===== config.mk =====
export PLATFORM = sky130hd
export DESIGN_NAME = mux_41
export DESIGN_NICKNAME = d
export VERILOG_FILES = /design/src/rtl/mux_41.sv
export SDC_FILE = /design/constraint.sdc
export NUM_CORES = 1
export LEC_CHECK = 0
export ABC_AREA = 0
export BUFFER_PORTS_ARGS = -buffer_cell sky130_fd_sc_hd__buf_2
export CAP_MARGIN = 25
export CORE_MARGIN = 2
export CORE_UTILIZATION = 42
export CTS_CLUSTER_SIZE = 25
export DETAILED_ROUTE_END_ITERATION = 8
export GPL_TIMING_DRIVEN = 0
export PLACE_DENSITY = 0.87
export SYNTH_ARGS = -nofsm -noshare
export SYNTH_HDL_FRONTEND = slang
export SYNTH_SLANG_ARGS = --single-unit
export TNS_END_PERCENT = 20

===== constraint.sdc =====
create_clock -name clk -period 4.2 [get_ports clk]
set_input_delay 1.26 -clock clk [delete_from_list [all_inputs] [get_ports clk]]
set_output_delay 1.26 -clock clk [all_outputs]
set_load 0.02 [all_outputs]

===== src/rtl/mux_41.sv =====
// Registered 4-to-1 multiplexer for WIDTH-bit words.
// One cycle of latency from operands/select to out. out_valid latches high on the
// first capture after reset and stays high until the next reset.
module mux_41 #(
  parameter int unsigned WIDTH = 16
) (
  input  logic             clk,
  input  logic             rst,
  input  logic             en,
  input  logic [WIDTH-1:0] i0,
  input  logic [WIDTH-1:0] i1,
  input  logic [WIDTH-1:0] i2,
  input  logic [WIDTH-1:0] i3,
  input  logic [1:0]       sel,
  output logic [WIDTH-1:0] out,
  output logic             out_valid
);

  logic [WIDTH-1:0] sel_data;
  logic [WIDTH-1:0] out_q, out_d;
  logic             valid_q, valid_d;

  // Select the operand. This uses a ternary tree rather than a case with a default.
  // An X/Z select bit then yields X on every bit where the candidates differ. It
  // does not fall back silently to i0.
  always_comb begin
    sel_data = sel[1] ? (sel[0] ? i3 : i2) : (sel[0] ? i1 : i0);
  end

  // Next-state logic. Reset has priority over capture; with en low, state holds.
  always_comb begin
    out_d   = out_q;
    valid_d = valid_q;
    if (rst) begin
      out_d   = '0;
      valid_d = 1'b0;
    end else if (en) begin
      out_d   = sel_data;
      valid_d = 1'b1;
    end
  end

  // Output and valid registers. Reset is synchronous: it is applied through out_d/valid_d.
  always_ff @(posedge clk) begin
    out_q   <= out_d;
    valid_q <= valid_d;
  end

  assign out       = out_q;
  assign out_valid = valid_q;

endmodule


==> results of run 1 <==
==> per-stage QoR <==
stage          cells  total power, uW  cell area (um^2)  util [%]  setup slack [ns]
3_3_place_gp     208              303              1550      62.4              1.90
3_5_place_dp     208              307              1550      62.4              1.88
5_1_grt          212              413              1570      63.5              2.09
4_1_cts          212              394              1570      63.5              2.12
2_1_floorplan     95              254              1090         -              2.02
6_report         212              390              1570      63.5              2.13
==> metal layers <==
metal	wire length (um)	vias to the layer above	global-route usage [%]
met4	24	0	7.32
li1	-	552	-
met1	1220	486	22.7
met2	1430	64	36.7
met3	316	2	4.84
met5	0	-	0
==> synth_stat cells <==
| library cell | instances | area share (%) |
|---|---|---|
| mux2i_1 | 32 | 29 |
| dfxtp_1 | 17 | 31 |
| or3b_2 | 16 | 13 |
| o221ai_2 | 10 | 14 |
| o221ai_1 | 6 | 4.8 |
| buf_2 | 4 | 1.8 |
| buf_4 | 2 | 1.4 |
| buf_6 | 2 | 2.1 |
| clkbuf_1 | 2 | 0.69 |
| nor2_1 | 2 | 0.69 |
| nand3b_1 | 1 | 0.69 |
| or3b_1 | 1 | 0.80 |
==> how the worst max path moves through the flow <==
stage / startpoint / to / slack (ns) / depth (start not counted)
CTS: out[1] / out[1] / 2.12 / 1
finish: out[10] / out[10] / 2.13 / 1
floorplan: en / out[10] / 2.02 / 5
global placement: rst / out[6] / 1.90 / 4
global route: out[13] / out[13] / 2.09 / 1
detailed placement: rst / out[2] / 1.88 / 4
==> cell families after synthesis <==
kind of cell / share of synthesized area [%]
AOI/OAI and AO/OA: 18.6
DFF: 31.2
and+or+nand+nor: 15.0
buffers and inverters: 5.96
muxes: 29.3
==> cells in the final DEF (no fill, tap or decap) <==
| master | Yosys | routed |
|---|---|---|
| buf_6 | 2 | 2 |
| or3b_2 | 16 | 16 |
| o221ai_1 | 6 | 6 |
| o221ai_2 | 10 | 10 |
| nand3b_1 | 1 | 1 |
| dfxtp_1 | 17 | 17 |
| buf_2 | 4 | 87 |
| nor2_1 | 2 | 2 |
| clkbuf_1 | 2 | 2 |
| or3b_1 | 1 | 1 |
| buf_4 | 2 | 2 |
| mux2i_1 | 32 | 32 |
| clkinv_2 | 0 | 1 |
| clkbuf_4 | 0 | 3 |
==> flip-flops by register name (all words and copies together) (netlist names) <==
signal and count:
out 16, out_valid 1
==> power groups by stage <==
stage / clock [uW] / sequential (uW) / combinational (uW)
final: 87.8 / 180 / 123
after global routing: 98.2 / 181 / 134
after CTS: 90.6 / 179 / 124
after detailed placement: 0 / 183 / 124
after global placement: 0 / 182 / 121
after floorplan: 0 / 199 / 55.2
==> area by class of cell <==
cell class	instances	area, um^2	share of cell area [%]
timing repair buffer	83	415	26.4
sequential	17	340	21.6
buffer	10	65.1	4.14
clock inverter	1	5.00	0.318
multi-input combinational	68	687	43.7
tap	30	37.5	2.39
clock buffer	3	22.5	1.43
==> metrics.txt, run 1 <==
Final min period 2.07 ns; setup TNS 0 ns; initial antenna violation count 0; CTS tree done; Overflow after GRT 0; R2R cell count 2; Num CTS Buffers 3; part of the power in registers between 40% and 50%; crit path max fanout 2; Rows 18; clock-pin slew on the worst setup and hold paths 0.11 ns; largest net degree at the start of global routing 11; peak supply drop roughly 0.15 mV; CTS Root Cell clkbuf_4; r2r setup slk 3.25 ns; Starting Density 44.1%; crit path buf inv count 1; Clk Latency, worst-skew pair approximately 0.29 ns; sequential element share of the synthesized area 31.2%; antenna viol nets, final 0; clock skew 0 ns; CP endpoint kind output port; Vias per Instance 5.21; Reg2Reg Launch Point out[10]; routability cong. 0.674; CTS HTree Levels 1; syn_nets 164; Least-Margin Pin Slew 0.351 ns; Sw Share 30.4%; CP arrival between 0.8 and 0.9 ns; Pleak 0.000819 uW; Synth cell types 12; worst path cell trace buf_2; dpl hpwl 2360 um; CP required approximately 2.9 ns; DR pass1 iterations 3; Die W 55.0 um; area growth from synthesis to layout 44.0%; Pwr Density 248 nW/um^2; Hold Crit Endpoint out_valid; DR WL/cell around 14 um; Yosys reg bits 17; num ports 86; Total Wirelength 2990 um; Worst path max stage delay between 0.3 and 0.4 ns; period utilization 49.4%; Comb power frac 31.5%; cts hold-fix bufs 0; Initial DRC Count 3; count of input and output buffers 83; Hold Path Origin out_valid; yosys warns 0; Via Count between 1000 and 1500; diode count 0; P_int 271 uW; full die area ~3000 um^2; critical path class register to output port; drt drc 0; number of global-route vias before repair 1040; MaxCap Viol Count 0; Slew Limit Fails 0; setup bufs post-CTS 0; Resize count post-CTS 0; crit start category register; Peak Freq ~0.48 GHz; Largest delay share family, worst path flip-flops; total track usage approximately 20%; Rel. slew slack 76.6%; nets 252; final setup vio count 0; hold crit path type register to register; Clock Path Buffers 2; unrepaired setup endpoints after global routing no; fill cell total of the finished layout 227; status completed; hold_ws 0.488 ns; P_sw 119 uW; CTS Sinks 17; Final Hold Viols 0; mapped cell area between 1000 and 1500 um^2; share of cells above drive strength 1 66.5%; slowest stage cell, crit path dfxtp_1; reg-to-reg critical path endpoint out[10]; placeable core region 2480 um^2; die height 55.0 um; hold path cells 2; Syn Area/Cell 11.5 um^2; clock share of power 22.5%; Gate Count Post-Synth 95; first-pass GRT wire length 4370 um
Power figures use the tool's default switching activity.
==> run 2, diff against run 1 <==
Settings changed: CORE_UTILIZATION 42 to 39, PLACE_DENSITY 0.87 to 0.82.
Clock period 4.2 ns to 2 ns, I/O delays scaled along.
==> run 2 against run 1 <==
  * Sequential share of layout area is the same
  * Critical path depth is the same
  * Setup slack lost 1.5 ns
  * Clock power grew 110%
  * Via count grew 1.6%
  * Non-clock buffer count is the same
  * Core utilization shrank 5.5 points
  * Sequential power grew 110%
  * Hold slack lost 0.0085 ns
  * Count of clock-buffer cells in the layout grew 1
  * Largest power group unchanged
  * Highest routed layer unchanged
==> metrics.txt, run 2 (same netlist as run 1, synthesis figures left out) <==
Rel. slew slack roughly 75%; crit path buf inv count 1; share of cells above drive strength 1 65.9%; P_sw about 240 uW; Starting Density 40.3%; Pwr Density 519 nW/um^2; num ports 86; Final min period 1.39 ns; CTS Root Cell clkbuf_4; final setup vio count 0; first-pass GRT wire length slightly below 5000 um; Comb power frac 31.7%; Worst path max stage delay 0.34 ns; setup TNS 0 ns; reg-to-reg critical path endpoint out[2]; r2r setup slk 1.05 ns; crit start category register; clock skew 0 ns; part of the power in registers 46.1%; Final Util 58.0%; Rows 19; die height 56.9 um; setup bufs post-CTS 0; Initial DRC Count 35; dpl hpwl 2390 um; CTS tree done; CP arrival 0.79 ns; cts hold-fix bufs 0; Overflow after GRT 0; Least-Margin Pin Slew 0.381 ns; R2R cell count 2; most common cell after layout, fill and taps aside buf_2; Vias per Instance 5.27; CTS HTree Levels 1; DR pass1 iterations 3; Num CTS Buffers 3; peak supply drop 0.371 mV; routability cong. 0.739; CP required 1.40 ns; full die area 3240 um^2; worst path cell trace buf_2; drt drc 0; status completed; placeable core region around 2700 um^2; Clock Path Buffers 2; clock-pin slew on the worst setup and hold paths approximately 0.10 ns; slowest stage cell, crit path dfxtp_1; hold crit path type register to register; CTS Sinks 17; number of global-route vias before repair roughly 1100; critical path class register to output port; unrepaired setup endpoints after global routing no; Hold Path Origin out_valid; Total Wirelength 3060 um; period utilization 69.4%; most frequent cells in the layout buf_2, mux2i_1, dfxtp_1; DR WL/cell 14.3 um; Slew Limit Fails 0; Hold Crit Endpoint out_valid; diode count 0; crit path max fanout 2; Pleak about 0.00082 uW; Clk Latency, worst-skew pair 0.28 ns; CP endpoint kind output port; hold path cells 2; Reg2Reg Launch Point out[2]; max reg flops 16; antenna viol nets, final 0; Die W 56.9 um; initial antenna violation count 0; MaxCap Viol Count 0; largest net degree at the start of global routing 11; Sw Share 29.8%; nets 252; P_int 573 uW; Resize count post-CTS 0; Via Count 1122; Largest delay share family, worst path flip-flops; Peak Freq 0.720 GHz; count of input and output buffers 83; total track usage a little under a fifth; area growth from synthesis to layout 44.0%; clock share of power 22.2%; Final Hold Viols 0
-- run 2: cell types whose count changed in the layout (fill, tap and decap cells not counted), sizes merged --
cell    before  now
clkinv       1    0
clkbuf       5    6
-- run 2: through the flow --
step / cells / total power, uW / setup WS (ns) / hold slack (ns) / area [um^2]
global placement: 209 / 637 / 0.354 / 0.451 / 1550
finish: 213 / 817 / 0.612 / 0.480 / 1570
CTS: 213 / 832 / 0.582 / 0.486 / 1570
global route: 213 / 874 / 0.538 / 0.507 / 1570
detailed placement: 209 / 645 / 0.333 / 0.462 / 1550
floorplan: 95 / 533 / 0.479 / 0.555 / 1090
-- run 2: cell type report --
class,count,area (um^2)
well taps,31,38.8
plain buffers,10,65.1
repair buffers,83,415
multi-input cells,68,687
fillers,260,1140
clock buffers,4,26.3
flip-flops and latches,17,340
-- run 2: worst reg2reg max path, cell delays in order (launching register included) --
cell and delay [ns]:
dfxtp_1 0.34, or3b_2 0.47, o221ai_2 0.07
-- run 2: routing by layer --
metal  share of wire [%]  vias to the layer above  track usage, %
met3                 8.8                        2            3.46
met2                  50                       60            36.3
met4                0.62                        0            6.98
met1                  40                      512            21.0
met5                   0                        -               0
li1                    -                      548               -
-- run 2: worst max-delay path by stage --
stage | start | end | slack, ns | cells past startpoint
floorplan | en | out[10] | 0.48 | 5
global placement | rst | out[3] | 0.35 | 4
detailed placement | rst | out[8] | 0.33 | 4
CTS | out[8] | out[8] | 0.58 | 1
global route | out[8] | out[8] | 0.54 | 1
finish | out[2] | out[2] | 0.61 | 1
-- run 2: power groups by stage --
| stage | Combinational (uW) | Sequential [uW] | Clock, uW |
|---|---|---|---|
| 2_1_floorplan | 116 | 417 | 0 |
| 3_3_place_gp | 254 | 383 | 0 |
| 3_5_place_dp | 261 | 384 | 0 |
| 4_1_cts | 262 | 377 | 193 |
| 5_1_grt | 280 | 380 | 214 |
| 6_report | 259 | 376 | 182 |
